**config.mk**
```make
export PLATFORM = sky130hd
export DESIGN_NAME = data_register
export DESIGN_NICKNAME = d
export VERILOG_FILES = /design/src/rtl/data_register.sv
export SDC_FILE = /design/constraint.sdc
export NUM_CORES = 1
export LEC_CHECK = 0
export CORE_ASPECT_RATIO = 0.9
export CORE_UTILIZATION = 44
export CTS_CLUSTER_SIZE = 40
export DETAILED_ROUTE_END_ITERATION = 10
export PLACE_DENSITY = 0.92
export SLEW_MARGIN = 20
export SYNTH_ARGS = -nofsm -noshare
export SYNTH_HDL_FRONTEND = slang
export SYNTH_SLANG_ARGS = --single-unit
```
**constraint.sdc**
```tcl
create_clock -name clk -period 1.7 [get_ports clk]
set_input_delay 0.17 -clock clk [delete_from_list [all_inputs] [get_ports clk]]
set_output_delay 0.17 -clock clk [all_outputs]
set_load 0.1 [all_outputs]
```
**src/rtl/data_register.sv**
```systemverilog
// data_register: clocked WIDTH-bit storage register with per-byte write
// strobes, synchronous clear and a sticky "written" status flag.
// Optional feature macro: DATA_REGISTER_BYPASS_EN. When it is defined, a
// pending write is forwarded combinationally to out, giving write-through
// in the same cycle. When it is undefined, out is purely registered.
module data_register #(
  parameter int               WIDTH       = 32,
  parameter logic [WIDTH-1:0] RESET_VALUE = '0
) (
  input  logic                 clk,
  input  logic                 reset,
  input  logic [WIDTH-1:0]     in,
  input  logic                 regWrite,
  input  logic [WIDTH/8-1:0]   byteEn,
  input  logic                 clear,
  output logic [WIDTH-1:0]     out,
  output logic                 written
);

  localparam int LANES = WIDTH / 8;

  logic [WIDTH-1:0] data_reg;
  logic [WIDTH-1:0] data_next;
  logic             written_reg;
  logic             write_hit;

  // A write only counts when at least one lane is strobed.
  assign write_hit = regWrite && (byteEn != '0);

  // Per-lane merge: new byte on strobed lanes, stored byte elsewhere.
  genvar gi;
  generate
    for (gi = 0; gi < LANES; gi++) begin : g_lane
      assign data_next[8*gi +: 8] = byteEn[gi] ? in[8*gi +: 8] : data_reg[8*gi +: 8];
    end
  endgenerate

  // Storage and sticky flag. Clear beats write. When no write is taken,
  // `in` is never sampled, so X/Z on it cannot reach the stored value.
  always_ff @(posedge clk or posedge reset) begin
    if (reset) begin
      data_reg    <= RESET_VALUE;
      written_reg <= 1'b0;
    end else if (clear) begin
      data_reg    <= RESET_VALUE;
      written_reg <= 1'b0;
    end else if (write_hit) begin
      data_reg    <= data_next;
      written_reg <= 1'b1;
    end
  end

`ifdef DATA_REGISTER_BYPASS_EN
  // Write-through. Reset and clear force the reset value. A pending write
  // shows the merged value. Otherwise out shows the stored value.
  assign out = (reset || clear) ? RESET_VALUE
             : (write_hit ? data_next : data_reg);
`else
  // Purely registered output, with a write latency of one cycle.
  assign out = data_reg;
`endif

  assign written = written_reg;

endmodule

```
== Word-level counts from Yosys, hierarchy flattened ==
Cells that the tools add are included.
Cells by class
  muxes and demuxes: 8
  reduce and logical (&&, ||, !) cells: 11
Operators by type and width (number)
  two-way mux 32 bit: 2
  two-way mux 8 bit: 4
  nonzero test 2 bit: 5
  AND reduction 2 bit: 4
  nonzero test 4 bit: 1
  two-way mux 1 bit: 2
  logical AND 1 bit: 1
Storage, ports and cells
  logic and storage cells: 24
  output and inout port bits: 33
  flip-flop bits (word level): 33
  input bits: 40

== Depth between registers and ports, before layout ==
Gate-level depths: netlist of the first run.
  word-level depth: 4
  gate-level depth with buffers: 4
  mapped depth without buffers: 2

== Worst setup path after synthesis of the first run ==
No wires, ideal clock.
  kind: register to register
  from: reg out[10] (netlist name)
  to: reg data_reg[10], in the netlist out[10]
  path buffers: 0
  slack: 0.317 ns
  setup time: 0.078 ns
  stages on the path, launching flop included: 3
  arrival: 1.306 ns
  period minus slack after synthesis: 1.383 ns
  required time: 1.622 ns
  cells stage by stage: dfrtp_1 a21bo_2 a21oi_1
RTL lines
  end signal, assigned: RTL line 48  | data_reg <= data_next;
  end, declared: RTL line 22  | logic [WIDTH-1:0] data_reg;

== Worst setup path after layout of the first run ==
  from: in byteEn[1]
  to: reg data_reg[10], in the netlist out[10]
Between the ends
  word-level cells in the longest chain between the ends: 4
  elaborated cells between the ends (all ways): 5
  classes of those cells: 5 x reduce/logical
RTL lines
  start, declared: RTL line 14  | input logic [WIDTH/8-1:0] byteEn,
  nonzero test 4 bit: RTL line 28  | assign write_hit = regWrite && (byteEn != '0);
  logical AND 1 bit: RTL line 28
  nonzero test 2 bit (no source line)
  AND reduction 2 bit (no source line) (*)
Mark *: on every way between the ends. The rest lies on a longest branch, timed or not.
A chain may end at the register's enable or synchronous reset.

==> results.tsv, run 1 <==
stage	metric	value	unit
run_status	status	completed	
grt	grt_start_max_net_pins	66	
synth	avgSynthCellArea	11.19	um2
sta	relSlewSlack	66.10	%
cts	cts_resized	0	
cells_and_area	synthToLayoutAreaGrowth	40.99	%
routing	drtPass1Iterations	4	
routing	wire_per_inst	14.18	um
critical_path	slowest_stage	clkdlybuf4s50_1	
routing	vias_per_cell	5.101	
sta	fin_setup_tns	0	ns
sta	hold_viol_final	0	
sta	min_period_over_period	67.24	%
sta	max_freq	874.8	MHz
sta	setup_viol	0	
synth	yosys_warnings	0	
die	rows	21	
routing	ant_nets	0	
cts	clk_pin_slew	0.06	ns
routing	drcViolationCount	0	
grt	track_usage	20.13	%
synth	synthArstFlopShare	100.0	%
routing	drt_wl_total	3.787	mm
critical_path	required	1.89	ns
hold_path	hold_class	in -> async	
cts	ctsHoldBuffers	0	
routing	vias	1362	
placed_design	dpl_cell_area	0.002317	mm2
synth	synth.distinct_cells	12	
synth	synth_area	0.001700	mm2
cts	cts_buffer_depth	2	
cells_and_area	fill_cells	299	
die	top_level_ports	73	
cells_and_area	layout-drive-gt1-share	35.29	%
synth	syn-num-nets	192	
cells_and_area	register_area	825.8	um2
cts	htree_levels	2	
synth	ys.flop_type	dfrtp_1	
critical_path	cp_data_arrival_time	1.34	ns
routing	drtIter0Drc	74	
sta	rsz0062_at_grt	no	
power_and_ir_drop	vdd_drop_max	487.3	uV
synth	synth.largest_area_cell	dfrtp_1	
synth	yosys-top-cells-count	33 x dfrtp_1, 32 x nand3_1, 20 x a21bo_1	
flow_run	max-cap-violations	0	
grt	grt_pass1_vias	1325	
cts	clock_latency	0.27	ns
die	coreArea	0.003705	mm2
critical_path	start_kind	primary input	
power_and_ir_drop	p_leak	1.075	nW
sta	worst_pin_slew	0.5085	ns
cells_and_area	multi_input_area	725.7	um2
cells_and_area	antenna_cells	0	
placed_design	port-buffer-count	72	
cts	postCtsSetupBuffers	0	
die	fp.dieH	60.98	um
cells_and_area	final_nets	260	
die	die_w	67.53	um
synth	synth_top_area_share	48.57	%
synth	synth.yosys.seq_area_share	48.57	%
cts	numCtsBuffers	5	
placed_design	place.gp.congestion	0.6727	
sta	skew	0	ns
critical_path	cp_max_fo	9	
synth	yosys_register_bits	33	
power_and_ir_drop	power_density	821.3	mW/mm2
synth	synth_area_leaders	dfrtp_1 49%, a21bo_1 12%, nand3_1 9.4%	
critical_path	crit_type	in -> reg	
die	initial_core_util	45.90	%
cts	cts_tree	yes	
die	die-area	0.004117	mm2
grt	antenna_found_initial	0	
placed_design	dpl.hpwl	2.569	mm
synth	synthCells	152	
critical_path	path_cells	clkdlybuf4s50_1, buf_4, a21bo_2, a21oi_1	
critical_path	worstSetupEndpointType	flop	
critical_path	crit_path_max_incr_delay	0.58	ns
cts	clockRootBuffer	clkbuf_8	
sta	period_needed	1.143	ns
cells_and_area	fin_area	0.002397	mm2
cts	cts.sinks	33	
cells_and_area	largest_reg_flops	32	
grt	grt_pass1_wl	6.078	mm
synth	synth_edf_count	0	
synth	synth.most_common_cell	dfrtp_1	
grt	grt-ovfl-total	0	
sta	final_max_slew_viol_count	0	
==> path summary, 6_finish.rpt <==
check / startpoint / endpoint / slack (ns) / cells after the start
setup / recovery: byteEn[1] / out[10]$_DFFE_PP0P_ / 0.56 / 4
hold / removal: reset / out[21]$_DFFE_PP0P_ / 0.28 / 3
setup reg to reg: out[3]$_DFFE_PP0P_ / out[3]$_DFFE_PP0P_ / 0.92 / 2
hold reg to reg: written$_DFFE_PP0P_ / written$_DFFE_PP0P_ / 0.54 / 2
max in group asynchronous: reset / out[25]$_DFFE_PP0P_ / 1.12 / 3
min in group clk: clear / out[17]$_DFFE_PP0P_ / 0.36 / 2
==> cell usage in the layout (no fill, tap or decap) <==
cell             netlist  routed
o41ai_2                1       1
a21bo_1               20      20
dfrtp_1               33      33
a21oi_1               16      16
inv_1                  2       2
buf_2                  8       2
clkbuf_8               0       5
clkdlybuf4s50_1        0      37
a21oi_2               17      17
buf_12                 0       1
nand3_1               32      32
a21bo_2               12      12
clkbuf_1               1       3
buf_4                  4      40
==> report_power, final <==
group	internal (mW)	total (mW)	switching, mW	leakage, nW
Combinational	0.189	0.584	0.395	0.588
Sequential	0.820	0.839	0.0187	0.447
Clock	0.290	0.546	0.256	0.0395
Total	1.30	1.97	0.669	1.07
==> layer usage <==
metal  part of all wire (%)  GRT usage, %  vias up
met5                      0             0        -
met4                      0         4.559        0
met3                    5.9         6.579        0
met2                     49         32.81       48
met1                     45         26.04      641
li1                       -             -      673
==> through the flow <==
stage | std cells | power [mW] | utilization, % | worst slack [ns] | hold slack (ns)
6_report | 267 | 1.969 | 64.71 | 0.5568 | 0.2808
5_1_grt | 267 | 2.064 | 64.71 | 0.4835 | 0.3331
4_1_cts | 267 | 2.000 | 64.71 | 0.5628 | 0.2931
3_5_place_dp | 259 | 1.439 | 62.55 | 0.2744 | 0.5253
3_3_place_gp | 259 | 1.432 | 62.55 | 0.3273 | 0.5223
2_1_floorplan | 152 | 1.271 | - | 0.3169 | 0.2989
==> cell families after synthesis <==
logic type | after synthesis | share of synthesized area (%)
AND/OR/NAND/NOR | 32 | 9.418
flip-flops | 33 | 48.57
AO/OA/AOI/OAI | 66 | 33.26
buffers and inverters | 21 | 8.756
==> area by class of cell <==
cell class	count	area share [%]
Sequential cell	33	34.45
Multi-Input combinational cell	98	30.27
Inverter	2	0.3132
Clock buffer	8	3.340
Tap cell	46	2.401
Timing Repair Buffer	80	29.23
==> critical path, delay by kind of cell <==
kind                   cells  cell delay, ns
buffers and inverters      2            0.84
AOI/OAI and AO/OA          2            0.33
Note: power is estimated with default switching activity, not from simulation.
==> inputs of run 2 (changes only) <==
--- a/config.mk
+++ b/config.mk
@@ -6,10 +6,10 @@
 export NUM_CORES = 1
 export LEC_CHECK = 0
 export CORE_ASPECT_RATIO = 0.9
-export CORE_UTILIZATION = 44
+export CORE_UTILIZATION = 42
 export CTS_CLUSTER_SIZE = 40
 export DETAILED_ROUTE_END_ITERATION = 10
-export PLACE_DENSITY = 0.92
+export PLACE_DENSITY = 0.89
 export SLEW_MARGIN = 20
 export SYNTH_ARGS = -nofsm -noshare
 export SYNTH_HDL_FRONTEND = slang
==> constraint.sdc (replaced) <==
create_clock -name clk -period 1.15 [get_ports clk]
set_input_delay 0.115 -clock clk [delete_from_list [all_inputs] [get_ports clk]]
set_output_delay 0.115 -clock clk [all_outputs]
set_load 0.1 [all_outputs]
==> results.tsv, run 2 (synthesized netlist as in run 1, its figures left out) <==
stage	metric	value	unit	change
critical_path	crit_cells	1		was 4
sta	whs	0.1636	ns	was 0.2808 ns
cells_and_area	fill_cells	261		was 299
sta	hold_viol_final	0		unchanged
cts	numCtsBuffers	5		unchanged
cts	clk_pin_slew	0.07	ns	was 0.06 ns
sta	fin_setup_tns	0	ns	unchanged
die	coreArea	0.003784	mm2	was 0.003705 mm2
critical_path	reg2reg_depth	2		unchanged
power_and_ir_drop	power_density	1085	mW/mm2	was 821.3 mW/mm2
grt	grt_pass1_wl	7.238	mm	was 6.078 mm
die	die-area	0.004307	mm2	was 0.004117 mm2
cells_and_area	fin_area	0.002920	mm2	was 0.002397 mm2
cts	postCtsSetupBuffers	0		unchanged
die	die_w	69.07	um	was 67.53 um
sta	setup_viol	0		unchanged
die	fp.dieH	62.36	um	was 60.98 um
hold_path	hold_class	in -> async		unchanged
critical_path	cp_data_arrival_time	0.89	ns	was 1.34 ns
sta	min_period_over_period	87.14	%	
critical_path	path_cells	buf_12		was clkdlybuf4s50_1, buf_4, a21bo_2, a21oi_1
routing	drt_wl_total	4.106	mm	was 3.787 mm
routing	ant_nets	0		unchanged
critical_path	r2r-start	out[16]$_DFFE_PP0P_		was out[3]$_DFFE_PP0P_
sta	period_needed	1.002	ns	
flow_run	max-cap-violations	0		unchanged
routing	drtPass1Iterations	4		unchanged
cts	ctsHoldBuffers	0		unchanged
critical_path	worstSetupEndpointType	primary output		was flop
cells_and_area	final_nets	265		was 260
cells_and_area	synthToLayoutAreaGrowth	71.74	%	was 40.99%
critical_path	timing.critical_path.from	written$_DFFE_PP0P_		was byteEn[1]
critical_path	cp_max_fo	2		was 9
cts	htree_levels	2		unchanged
run_status	status	completed		unchanged
die	rows	21		unchanged
routing	drcViolationCount	0		unchanged
power_and_ir_drop	p_total	3.167	mW	was 1.969 mW
sta	final_max_slew_viol_count	0		unchanged
sta	worst_pin_slew	0.2674	ns	was 0.5085 ns
cts	clock_latency	0.27	ns	about the same
power_and_ir_drop	vdd_drop_max	693.6	uV	was 487.3 uV
cts	cts_buffer_depth	2		unchanged
cells_and_area	layout-drive-gt1-share	52.00	%	was 35.29%
critical_path	crit_type	reg -> out		was in -> reg
routing	drtIter0Drc	90		was 74
critical_path	start_kind	flop		was primary input
critical_path	critical_path_buf_inv_count	1		was 2
grt	grt_start_max_net_pins	66		unchanged
critical_path	path_delay_family	flip-flops		was buffers and inverters
cells_and_area	mostFrequentLayoutCell	clkdlybuf4s50_1		was buf_4
power_and_ir_drop	p_leak	1.163	nW	was 1.075 nW
critical_path	r2r_setup_slack	0.32	ns	was 0.92 ns
die	initial_core_util	44.94	%	was 45.90%
placed_design	dpl_cell_area	0.002834	mm2	was 0.002317 mm2
cts	cts_resized	0		unchanged
sta	skew	0	ns	unchanged
placed_design	place.gp.congestion	0.6894		was 0.6727
critical_path	crit_path_max_incr_delay	0.43	ns	was 0.58 ns
sta	rsz0062_at_grt	no		unchanged
cells_and_area	antenna_cells	0		unchanged
routing	wire_per_inst	15.15	um	was 14.18 um
routing	vias_per_cell	5.221		was 5.101
grt	antenna_found_initial	0		unchanged
cts	cts.sinks	33		unchanged
cts	clockRootBuffer	clkbuf_8		unchanged
placed_design	port-buffer-count	72		unchanged
die	top_level_ports	73		unchanged
placed_design	dpl.hpwl	2.954	mm	was 2.569 mm
cells_and_area	layout_common_cells	37 x clkdlybuf4s50_1, 36 x buf_12, 33 x dfrtp_2, 32 x nand3_1, 20 x a21bo_1		was 40 x buf_4, 37 x clkdlybuf4s50_1, 33 x dfrtp_1, 32 x nand3_1, 20 x a21bo_1
sta	relSlewSlack	82.17	%	was 66.10%
critical_path	required	1.03	ns	was 1.89 ns
grt	grt_pass1_vias	1486		was 1325
cells_and_area	largest_reg_flops	32		unchanged
routing	vias	1415		was 1362
cts	cts_tree	yes		unchanged
critical_path	slowest_stage	dfrtp_2		was clkdlybuf4s50_1
grt	track_usage	21.24	%	was 20.13%
grt	grt-ovfl-total	0		unchanged
sta	max_freq	997.9	MHz	
-- run 2: cell types whose count changed in the layout (fill, tap and decap cells not counted), sizes merged --
cell	previous run	this run
buf	43	48
clkbuf	8	7
-- run 2: worst paths after layout --
kind	endpoint
setup / recovery	written
hold / removal	out[11]$_DFFE_PP0P_
setup reg to reg	out[16]$_DFFE_PP0P_
hold reg to reg	written$_DFFE_PP0P_
max in group asynchronous	out[26]$_DFFE_PP0P_
min in group clk	out[17]$_DFFE_PP0P_
-- run 2: per-layer routing --
metal / routed length, um / vias up / track usage [%] / part of all wire [%]
li1: - / 685 / - / -
met3: 214 / 5 / 6.818 / 5.2
met5: 0 / - / 0 / 0
met2: 2004 / 47 / 33.74 / 49
met1: 1848 / 678 / 28.11 / 45
met4: 38 / 0 / 5.357 / 0.93
-- run 2: power by group --
part,internal (mW),switching [mW],total [mW]
Combinational,0.433,0.591,1.02
Clock,0.474,0.390,0.864
Sequential,1.22,0.0568,1.28
-- run 2: cell type report --
| type | instances | area, um2 | area share (%) |
|---|---|---|---|
| sequential | 33 | 867.1 | 29.69 |
| tap | 46 | 57.56 | 1.971 |
| clock buffer | 7 | 86.33 | 2.956 |
| multi-input combinational | 98 | 725.7 | 24.85 |
| inverter | 2 | 7.507 | 0.2571 |
| timing repair buffer | 85 | 1176 | 40.27 |
-- run 2: per-stage QoR --
stage	worst slack, ns	util [%]	std cells
floorplan	0.02616	-	152
global placement	-0.1185	74.90	264
global route	0.1111	77.18	271
finish	0.1479	77.18	271
detailed placement	-0.1166	74.90	264
CTS	0.1332	77.18	271
